==> src/rtl/inst_fetch_pkg.sv <==
// Shared widths, entry type and PC helpers for the instruction fetch stage.
package inst_fetch_pkg;

    localparam int INST_W = 32;
    localparam int PC_W   = 32;
    localparam logic [PC_W-1:0] PC_STEP          = 32'd4;
    localparam logic [PC_W-1:0] DEFAULT_RESET_PC = 32'h0000_0000;

    typedef struct packed {
        logic [PC_W-1:0]   pc;
        logic [INST_W-1:0] inst;
    } fetchEntry_t;

    // Redirect targets are forced onto a word boundary.
    function automatic logic [PC_W-1:0] alignPc(input logic [PC_W-1:0] addr);
        return {addr[PC_W-1:2], 2'b00};
    endfunction

endpackage

==> src/rtl/inst_fetch_fifo.sv <==
// Small synchronous FIFO of {pc, inst} entries with a flush that empties it in one cycle.
module fetch_fifo
    import inst_fetch_pkg::*;
#(
    parameter int DEPTH = 2,
    localparam int CNT_W = $clog2(DEPTH + 1),
    localparam int PTR_W = (DEPTH > 1) ? $clog2(DEPTH) : 1
) (
    input  logic              clk,
    input  logic              reset,
    input  logic              push,
    input  logic              pop,
    input  logic              flush,
    input  fetchEntry_t       pushData,
    output fetchEntry_t       headData,
    output logic [CNT_W-1:0]  count
);

    fetchEntry_t      mem [DEPTH];
    logic [PTR_W-1:0] rdPtr;
    logic [PTR_W-1:0] wrPtr;

    // DEPTH need not be a power of two, so pointers wrap explicitly.
    function automatic logic [PTR_W-1:0] nextPtr(input logic [PTR_W-1:0] p);
        return (p == PTR_W'(DEPTH - 1)) ? '0 : p + PTR_W'(1);
    endfunction

    always_ff @(posedge clk or posedge reset) begin
        if (reset) begin
            rdPtr <= '0;
            wrPtr <= '0;
            count <= '0;
        end else if (flush) begin
            rdPtr <= '0;
            wrPtr <= '0;
            count <= '0;
        end else begin
            if (push) wrPtr <= nextPtr(wrPtr);
            if (pop)  rdPtr <= nextPtr(rdPtr);
            count <= count + CNT_W'(push) - CNT_W'(pop);
        end
    end

    always_ff @(posedge clk) begin
        if (push && !flush) mem[wrPtr] <= pushData;
    end

    assign headData = mem[rdPtr];

endmodule

==> src/rtl/inst_fetch.sv <==
// Instruction fetch stage: PC, credit-limited requests to a one-cycle memory,
// in-flight kill tracking on redirect, and a buffered valid/ready output.
module inst_fetch
    import inst_fetch_pkg::*;
#(
    parameter logic [31:0] RESET_PC = DEFAULT_RESET_PC,
    parameter int          DEPTH    = 2
) (
    input  logic        clk,
    input  logic        reset,
    output logic        imem_req,
    output logic [31:0] imem_addr,
    input  logic [31:0] imem_rdata,
    input  logic        redirect,
    input  logic [31:0] redirect_pc,
    output logic [31:0] Inst,
    output logic [31:0] inst_pc,
    output logic        inst_valid,
    input  logic        inst_ready
);

    localparam int CNT_W = $clog2(DEPTH + 1);
    localparam int USE_W = CNT_W + 1;

    logic [PC_W-1:0]  pc;
    logic             running;
    logic             inflight;
    logic [PC_W-1:0]  inflightPc;
    logic             killBit;
    logic [CNT_W-1:0] fifoCount;
    logic [USE_W-1:0] slotsUsed;
    fetchEntry_t      head;
    fetchEntry_t      pushEntry;
    logic             pop;
    logic             push;

    assign pop = inst_valid && inst_ready;

    // Buffered plus in-flight words, less the one leaving now, must stay under DEPTH.
    assign slotsUsed = USE_W'(fifoCount) + USE_W'(inflight) - USE_W'(pop);
    assign imem_req  = running && !redirect && (slotsUsed < USE_W'(DEPTH));
    assign imem_addr = pc;

    assign push      = inflight && !killBit && !redirect;
    assign pushEntry = '{pc: inflightPc, inst: imem_rdata};

    always_ff @(posedge clk or posedge reset) begin
        if (reset) begin
            pc         <= RESET_PC;
            running    <= 1'b0;
            inflight   <= 1'b0;
            inflightPc <= '0;
            killBit    <= 1'b0;
        end else begin
            running <= 1'b1;
            if (redirect) begin
                pc       <= alignPc(redirect_pc);
                inflight <= 1'b0;
                if (inflight) killBit <= 1'b1;
            end else if (imem_req) begin
                pc         <= pc + PC_STEP;
                inflight   <= 1'b1;
                inflightPc <= pc;
                killBit    <= 1'b0;
            end else begin
                inflight <= 1'b0;
            end
        end
    end

    fetch_fifo #(
        .DEPTH(DEPTH)
    ) uFifo (
        .clk      (clk),
        .reset    (reset),
        .push     (push),
        .pop      (pop),
        .flush    (redirect),
        .pushData (pushEntry),
        .headData (head),
        .count    (fifoCount)
    );

    assign inst_valid = (fifoCount != '0);
    assign Inst       = inst_valid ? head.inst : '0;
    assign inst_pc    = inst_valid ? head.pc   : '0;

endmodule
==> config.mk <==
export PLATFORM = sky130hd
export DESIGN_NAME = inst_fetch
export DESIGN_NICKNAME = d
export VERILOG_FILES = /design/src/rtl/inst_fetch_pkg.sv /design/src/rtl/inst_fetch_fifo.sv /design/src/rtl/inst_fetch.sv
export SDC_FILE = /design/constraint.sdc
export NUM_CORES = 1
export LEC_CHECK = 0
export BUFFER_PORTS_ARGS = -buffer_cell sky130_fd_sc_hd__buf_2
export CAP_MARGIN = 20
export CORE_MARGIN = 5
export CORE_UTILIZATION = 40
export DETAILED_ROUTE_END_ITERATION = 16
export GPL_ROUTABILITY_DRIVEN = 1
export PLACE_DENSITY_LB_ADDON = 0.08
export SETUP_SLACK_MARGIN = 0.1
export SYNTH_ARGS = -nofsm -noshare
export SYNTH_HDL_FRONTEND = slang
export SYNTH_SLANG_ARGS = --single-unit
==> constraint.sdc <==
create_clock -name clk -period 7.08 [get_ports clk]
set_input_delay 1.062 -clock clk [delete_from_list [all_inputs] [get_ports clk]]
set_output_delay 1.062 -clock clk [all_outputs]
set_load 0.01 [all_outputs]
Word level (Yosys, flattened, before mapping)
Memories as Yosys holds them, arrays and structs flattened.
Index checks and enable logic that the tools add are counted.
W data, S select, Z words.
- mux-type cells: 18
- $lt $le $gt $ge: 1
- bitwise gates (word level): 1
- reduce and logical (&&, ||, !) cells: 14
- add/subtract/negate cells: 7
- equality and inequality tests: 1
- operators by type and width (cell ; number):
    $mux W32 ; 4
    $add A32 B3 Y32 const B ; 1
    $mux W1 ; 13
    $reduce_bool A2 Y1 ; 4
    $logic_and A1 B1 Y1 ; 6
    $reduce_and A2 Y1 ; 2
    $add A2 B1 Y3 ; 1
    $lt A3 B2 Y1 const B ; 1
    $sub A3 B1 Y3 ; 1
    $add A1 B1 Y1 const B ; 2
    $add A2 B1 Y2 ; 1
    $logic_not A1 Y1 ; 2
    $mux W2 ; 1
    $ne A2 B1 Y1 const B ; 1
    $sub A2 B1 Y2 ; 1
    $not A1 Y1 ; 1
- bits in writable memories: 128
- logic and storage cells: 51
- output and inout port bits: 98
- input port bits: 68
- memories kept: 1
- register bits: 71
- memories (name ; words ; width ; read ports ; clocked after memory_dff ; write ports ; RTL line ; RTL):
    uFifo.mem ; 2 ; 64 ; 1 ; 0 ; 1 ; inst_fetch_fifo.sv:19 ; fetchEntry_t mem [DEPTH];

Logic depth before layout (Yosys ltp)
- depth after elaboration: 7
- depth in mapped cells: 13
- mapped depth without buffers: 12

Modules after synthesis
From an unflattened synthesis, not the netlist that was laid out.
- cell total of the unflattened synthesis: 657
- area, all modules: 8642.0 sq um
- modules (own cells, without submodules) (module ; times used ; cells each ; area an instance (sq um) ; seq. area each (sq um)):
    fetch_fifo ; 1 ; 217 ; 5034.8 ; 3943.8
    inst_fetch ; 1 ; 440 ; 3607.2 ; 1576.5

Worst setup path before layout
OpenSTA, ideal clock, no wires.
- path kind: in2reg
- from: input port redirect
- to: memory uFifo.mem[0][0] (netlist name) (enable)
- required time: 6590 ps
- arrival time: 4118 ps
- library setup time: 490 ps
- buffers on the path: 0
- setup slack: 2472 ps
- cell stages on the path: 3
- cells stage by stage: inv_1 and2_1 nor2b_1
- cells in the longest elaborated chain, start to end: 5
- RTL lines (item ; RTL line ; RTL):
    start, declared ; inst_fetch.sv:14 ; input logic redirect,
    $logic_not A1 Y1 * ; inst_fetch_fifo.sv:45, inst_fetch.sv:44 ;
    $logic_and A1 B1 Y1 ; inst_fetch.sv:44 ; assign push = inflight && !killBit && !redirect;
    $logic_and A1 B1 Y1 * ; inst_fetch_fifo.sv:45 ; if (push && !flush) mem[wrPtr] <= pushData;
    $mux W1 * ; inst_fetch_fifo.sv:45 ;
    $mux W1 (not written as such) * ; inst_fetch_fifo.sv:45 ;
    end, declared ; inst_fetch_fifo.sv:19 ;
Every way passes the cells marked *; elsewhere a longest branch is shown, timed or not.

Final worst setup path
- from: register uFifo.count[1]
- to: output port imem_req
- cells in the longest elaborated chain, start to end: 5
- elaborated cells on any way between the ends: 6
- those cells by class: add/sub: 2; order compare: 1; reduce/logical: 3
- RTL lines (item ; RTL line ; RTL):
    start, declared ; inst_fetch_fifo.sv:16 ; output logic [CNT_W-1:0] count
    start signal, assigned ; inst_fetch_fifo.sv:40 ; count <= count + CNT_W'(push) - CNT_W'(pop);
    parallel branches: the longest is 2 deep, another holds $add A2 B1 Y3 ; n/a ;
    $sub A3 B1 Y3 * ; inst_fetch.sv:40 ; assign slotsUsed = USE_W'(fifoCount) + USE_W'(inflight) - USE_W'(pop);
    $lt A3 B2 Y1 * ; inst_fetch.sv:41 ; assign imem_req = running && !redirect && (slotsUsed < USE_W'(DEPTH));
    $logic_and A1 B1 Y1 * ; inst_fetch.sv:41 ;
    end, declared ; inst_fetch.sv:11 ; output logic imem_req,
Every way passes the cells marked *.

==> Implementation_results.wiki <==
{| class="wikitable"
! Metric !! Value
|-
| Final min period || 4888 ps
|-
| Launch point of the worst reg-to-reg path || uFifo.count[1]$_DFF_PP0_
|-
| Sequential share of the synthesized area || 67.26%
|-
| Sink count of the clock tree || 191
|-
| CTS max path bufs || 2
|-
| Number of search-and-repair iterations in the first detailed-routing pass || 5
|-
| Worst hold path class || reg -> reg
|-
| Die H || 151.7 um
|-
| Peak supply drop || 200.3 uV
|-
| Cell row count || 51
|-
| Initial standard-cell utilization of the core || 40.98%
|-
| Headroom to the max-slew limit || 40.23%
|-
| Count of warnings emitted by yosys || 0
|-
| Worst r2r path cells || 13
|-
| Switch share || 34.15%
|-
| Die boundary width || 151.7 um
|-
| Area Overhead vs Synth || 20.48%
|-
| Post-DR wirelength/cell || 17.14 um
|-
| Result of the run || finished clean
|-
| Power share of the sequential group || 44.8%
|-
| Vias/cell || 5.106
|-
| Pin count of the biggest net entering global routing || 68
|-
| Count of pins over their slew limit || 0
|-
| Highest clock rate || 0.2046 GHz
|-
| Internal Pwr Total || 2.398 mW
|-
| Number of buffers created by CTS || 17
|-
| Source-to-sink clock delay at the later pin of the worst-skew pair || 420 ps
|-
| Combinational power share || 29.1%
|-
| Count of flip-flops with a built-in enable after synthesis || 124
|-
| Capturing element type of the critical path || output port
|-
| Worst EP arrival || 3830 ps
|-
| Number of storage elements in the synthesis netlist || 191
|-
| Setup slack at placement || 2495 ps
|-
| Die area || 0.02301 mm^2
|-
| Post-DP HPWL || 11.70 mm
|-
| Hold Crit Endpoint || uFifo.mem[1][52]$_DFFE_PP_
|-
| Biggest fanout along the worst timing path || 64
|-
| Clock transition at the registers of the reported paths || 60 ps
|-
| Net load switching power || 1.243 mW
|-
| Number of input and output port buffers inserted || 159
|-
| Top flip-flop cell by instance count after synthesis || sky130_fd_sc_hd__edfxtp_1
|-
| Root buf cell || sky130_fd_sc_hd__clkbuf_16
|-
| Setup repair after global routing missed its margin || no
|-
| Final Worst Setup Slack || 2192 ps
|-
| Number of gates resized after cts || 0
|-
| Remaining antenna violation count after routing || 0
|-
| Summed instance area of the synthesized netlist || 0.008029 mm^2
|-
| Wire length of the first global-routing pass || 29.43 mm
|-
| Design Power || 3.641 mW
|-
| Distinct cell type count of the synthesized netlist || 53
|-
| CTS HTree Levels || 4
|-
| Capture instance of the worst register-to-register path || imem_addr[26]$_DFFE_PP0P_
|-
| Leakage power || 3.982 nW
|-
| Leading cell types in the layout, fill and taps excluded || 159 x sky130_fd_sc_hd__buf_2, 126 x sky130_fd_sc_hd__nand2_1, 124 x sky130_fd_sc_hd__edfxtp_1, 75 x sky130_fd_sc_hd__nor2_1, 66 x sky130_fd_sc_hd__dfrtp_1
|-
| Clock power frac || 26.2%
|-
| All-layer global routing usage || 16.33%
|-
| Final routed wirelength across all metal layers || 18.43 mm
|-
| Routability congestion estimate || 0.8214
|-
| Share of layout cells above drive strength 1 || 25.68%
|-
| Maximum clock skew at final layout || 10.30 ps
|-
| Syn Inst Count || 645
|-
| Worst Hold Launch || inflightPc[20]$_DFFE_PP0P_
|-
| Initial antenna violation count || 0
|-
| Startpoint types || flip-flop
|-
| Hold Buf Count CTS || 0
|-
| Most common cell after layout, fill and taps aside || sky130_fd_sc_hd__buf_2
|-
| Sum of overflow across all layers after global routing || 0
|-
| Startpoint-to-endpoint class of the critical path || reg -> out
|-
| Fin Setup TNS || 0 ps
|-
| Worst reg2reg setup slack || 2550 ps
|-
| Pwr per Cell Area || 376.4 mW/mm^2
|-
| Maximum Capacitance Violations || 0
|-
| Antenna diode count || 0
|-
| Final setup violation count || 0
|-
| Worst hold slack after final layout || 471.1 ps
|-
| TritonCTS clock tree || yes
|-
| Nets@finish || 870
|-
| Final cell utilization of the core || 49.38%
|-
| Final number of hold-violating endpoints || 0
|-
| Buffers inserted by post-CTS timing repair || 0
|-
| I/O pins || 166
|-
| Measured slew at the worst slew-check pin || 896.6 ps
|-
| Vias in the first global route || 5648
|-
| Vias after detailed routing || 5489
|-
| Detailed Route Iter0 Violations || 287
|-
| Floorplan Core Area || 0.01959 mm^2
|-
| Final cycle utilization of the critical path || 69.05%
|-
| DRC viols || 0
|-
| Syn Area/Cell || 12.45 um^2
|-
| Data required time at the worst endpoint || 6020 ps
|-
| Worst Hold Depth || 0
|-
| Async S/R FF share, synth || 35.08%
|}
==> per-stage QoR <==
step | cell area [um^2] | cells
floorplan | 8040 | 648
global placement | 9055 | 1042
detailed placement | 9055 | 1042
global route | 9673 | 1075
finish | 9673 | 1075
CTS | 9646 | 1074
==> area by class of cell <==
| type | instances | area, um^2 |
|---|---|---|
| clock inverters | 11 | 128.9 |
| flip-flops and latches | 191 | 5404 |
| clock buffers | 21 | 461.7 |
| repair buffers | 165 | 860.8 |
| well taps | 265 | 331.6 |
| inverters | 12 | 45.04 |
| fillers | 1811 | 9917 |
| multi-input cells | 410 | 2441 |
==> worst max-delay path: stages, from the launching register on <==
cell	delay [ps]
sky130_fd_sc_hd__dfrtp_1	460
sky130_fd_sc_hd__nor2_4	110
sky130_fd_sc_hd__buf_4	580
sky130_fd_sc_hd__nor2b_1	190
sky130_fd_sc_hd__ha_1	320
sky130_fd_sc_hd__inv_1	80
sky130_fd_sc_hd__nand2_1	70
sky130_fd_sc_hd__fa_1	370
sky130_fd_sc_hd__xor2_1	170
sky130_fd_sc_hd__or3_2	480
sky130_fd_sc_hd__buf_4	340
sky130_fd_sc_hd__inv_1	100
sky130_fd_sc_hd__buf_2	130
==> cells in the mapped netlist (4+ instances only) <==
library cell / count / area share [%]
sky130_fd_sc_hd__buf_4: 5 / 0.47
sky130_fd_sc_hd__clkbuf_1: 15 / 0.70
sky130_fd_sc_hd__o211ai_1: 13 / 1.2
sky130_fd_sc_hd__nor2b_1: 4 / 0.31
sky130_fd_sc_hd__and2_1: 4 / 0.31
sky130_fd_sc_hd__o311ai_0: 9 / 0.98
sky130_fd_sc_hd__nand3_1: 15 / 0.93
sky130_fd_sc_hd__nand2_1: 126 / 5.9
sky130_fd_sc_hd__nand4_1: 11 / 0.86
sky130_fd_sc_hd__inv_1: 11 / 0.51
sky130_fd_sc_hd__and4_1: 4 / 0.44
sky130_fd_sc_hd__buf_2: 11 / 0.69
sky130_fd_sc_hd__and3_1: 8 / 0.62
sky130_fd_sc_hd__o21ai_0: 13 / 0.81
sky130_fd_sc_hd__ha_1: 4 / 0.62
sky130_fd_sc_hd__xnor2_1: 4 / 0.44
sky130_fd_sc_hd__dfrtp_1: 67 / 21
sky130_fd_sc_hd__edfxtp_1: 124 / 46
sky130_fd_sc_hd__nor4_1: 4 / 0.31
sky130_fd_sc_hd__mux2i_1: 64 / 8.0
sky130_fd_sc_hd__nor2_1: 76 / 3.6
sky130_fd_sc_hd__or3_1: 6 / 0.47
==> power by group through the flow <==
stage	clock network (mW)	logic, mW	registers, mW
after CTS	0.983	1.02	1.69
after detailed placement	0	1.01	1.71
after floorplan	0	0.710	1.60
after global routing	1.02	1.19	1.66
after global placement	0	0.999	1.70
final	0.953	1.06	1.63
==> registers in the layout, summed over array words and instances, names as in the netlist <==
signal	count
imem_addr	30
inflight	1
inflightPc	30
killBit	1
running	1
uFifo.count	2
uFifo.mem	124
uFifo.rdPtr	1
uFifo.wrPtr	1
==> worst max-delay path by stage <==
stage	start	to	slack [ps]	cells after the start
after floorplan	redirect	uFifo.mem[0][0]$_DFFE_PP_	2470	3
after global placement	inst_ready	imem_req	2570	11
after detailed placement	uFifo.count[1]$_DFF_PP0_	imem_addr[26]$_DFFE_PP0P_	2500	13
after CTS	uFifo.count[1]$_DFF_PP0_	imem_req	2110	12
after global routing	uFifo.count[1]$_DFF_PP0_	imem_req	1890	12
final	uFifo.count[1]$_DFF_PP0_	imem_req	2190	12
==> routing by layer <==
| metal | vias to the layer above | track usage, % | part of all wire [%] |
|---|---|---|---|
| met2 | 170 | 26.20 | 47 |
| met3 | 18 | 3.896 | 6.9 |
| li1 | 2622 | - | - |
| met5 | - | 0 | 0 |
| met1 | 2679 | 22.49 | 45 |
| met4 | 0 | 4.268 | 1.2 |
==> cells by family (layout without fill, tap and decap cells) <==
| logic type | Yosys count | after routing | share of synthesized area [%] |
|---|---|---|---|
| buf+inv | 47 | 209 | 2.696 |
| mux | 64 | 64 | 7.979 |
| xor+xnor | 6 | 6 | 0.6545 |
| other cells | 2 | 5 | 0.09354 |
| fa+ha+maj | 5 | 5 | 0.8727 |
| simple gates | 269 | 269 | 14.77 |
| flops | 191 | 191 | 67.26 |
| compound gates | 61 | 61 | 5.673 |
(Power assumes the default switching activity.)
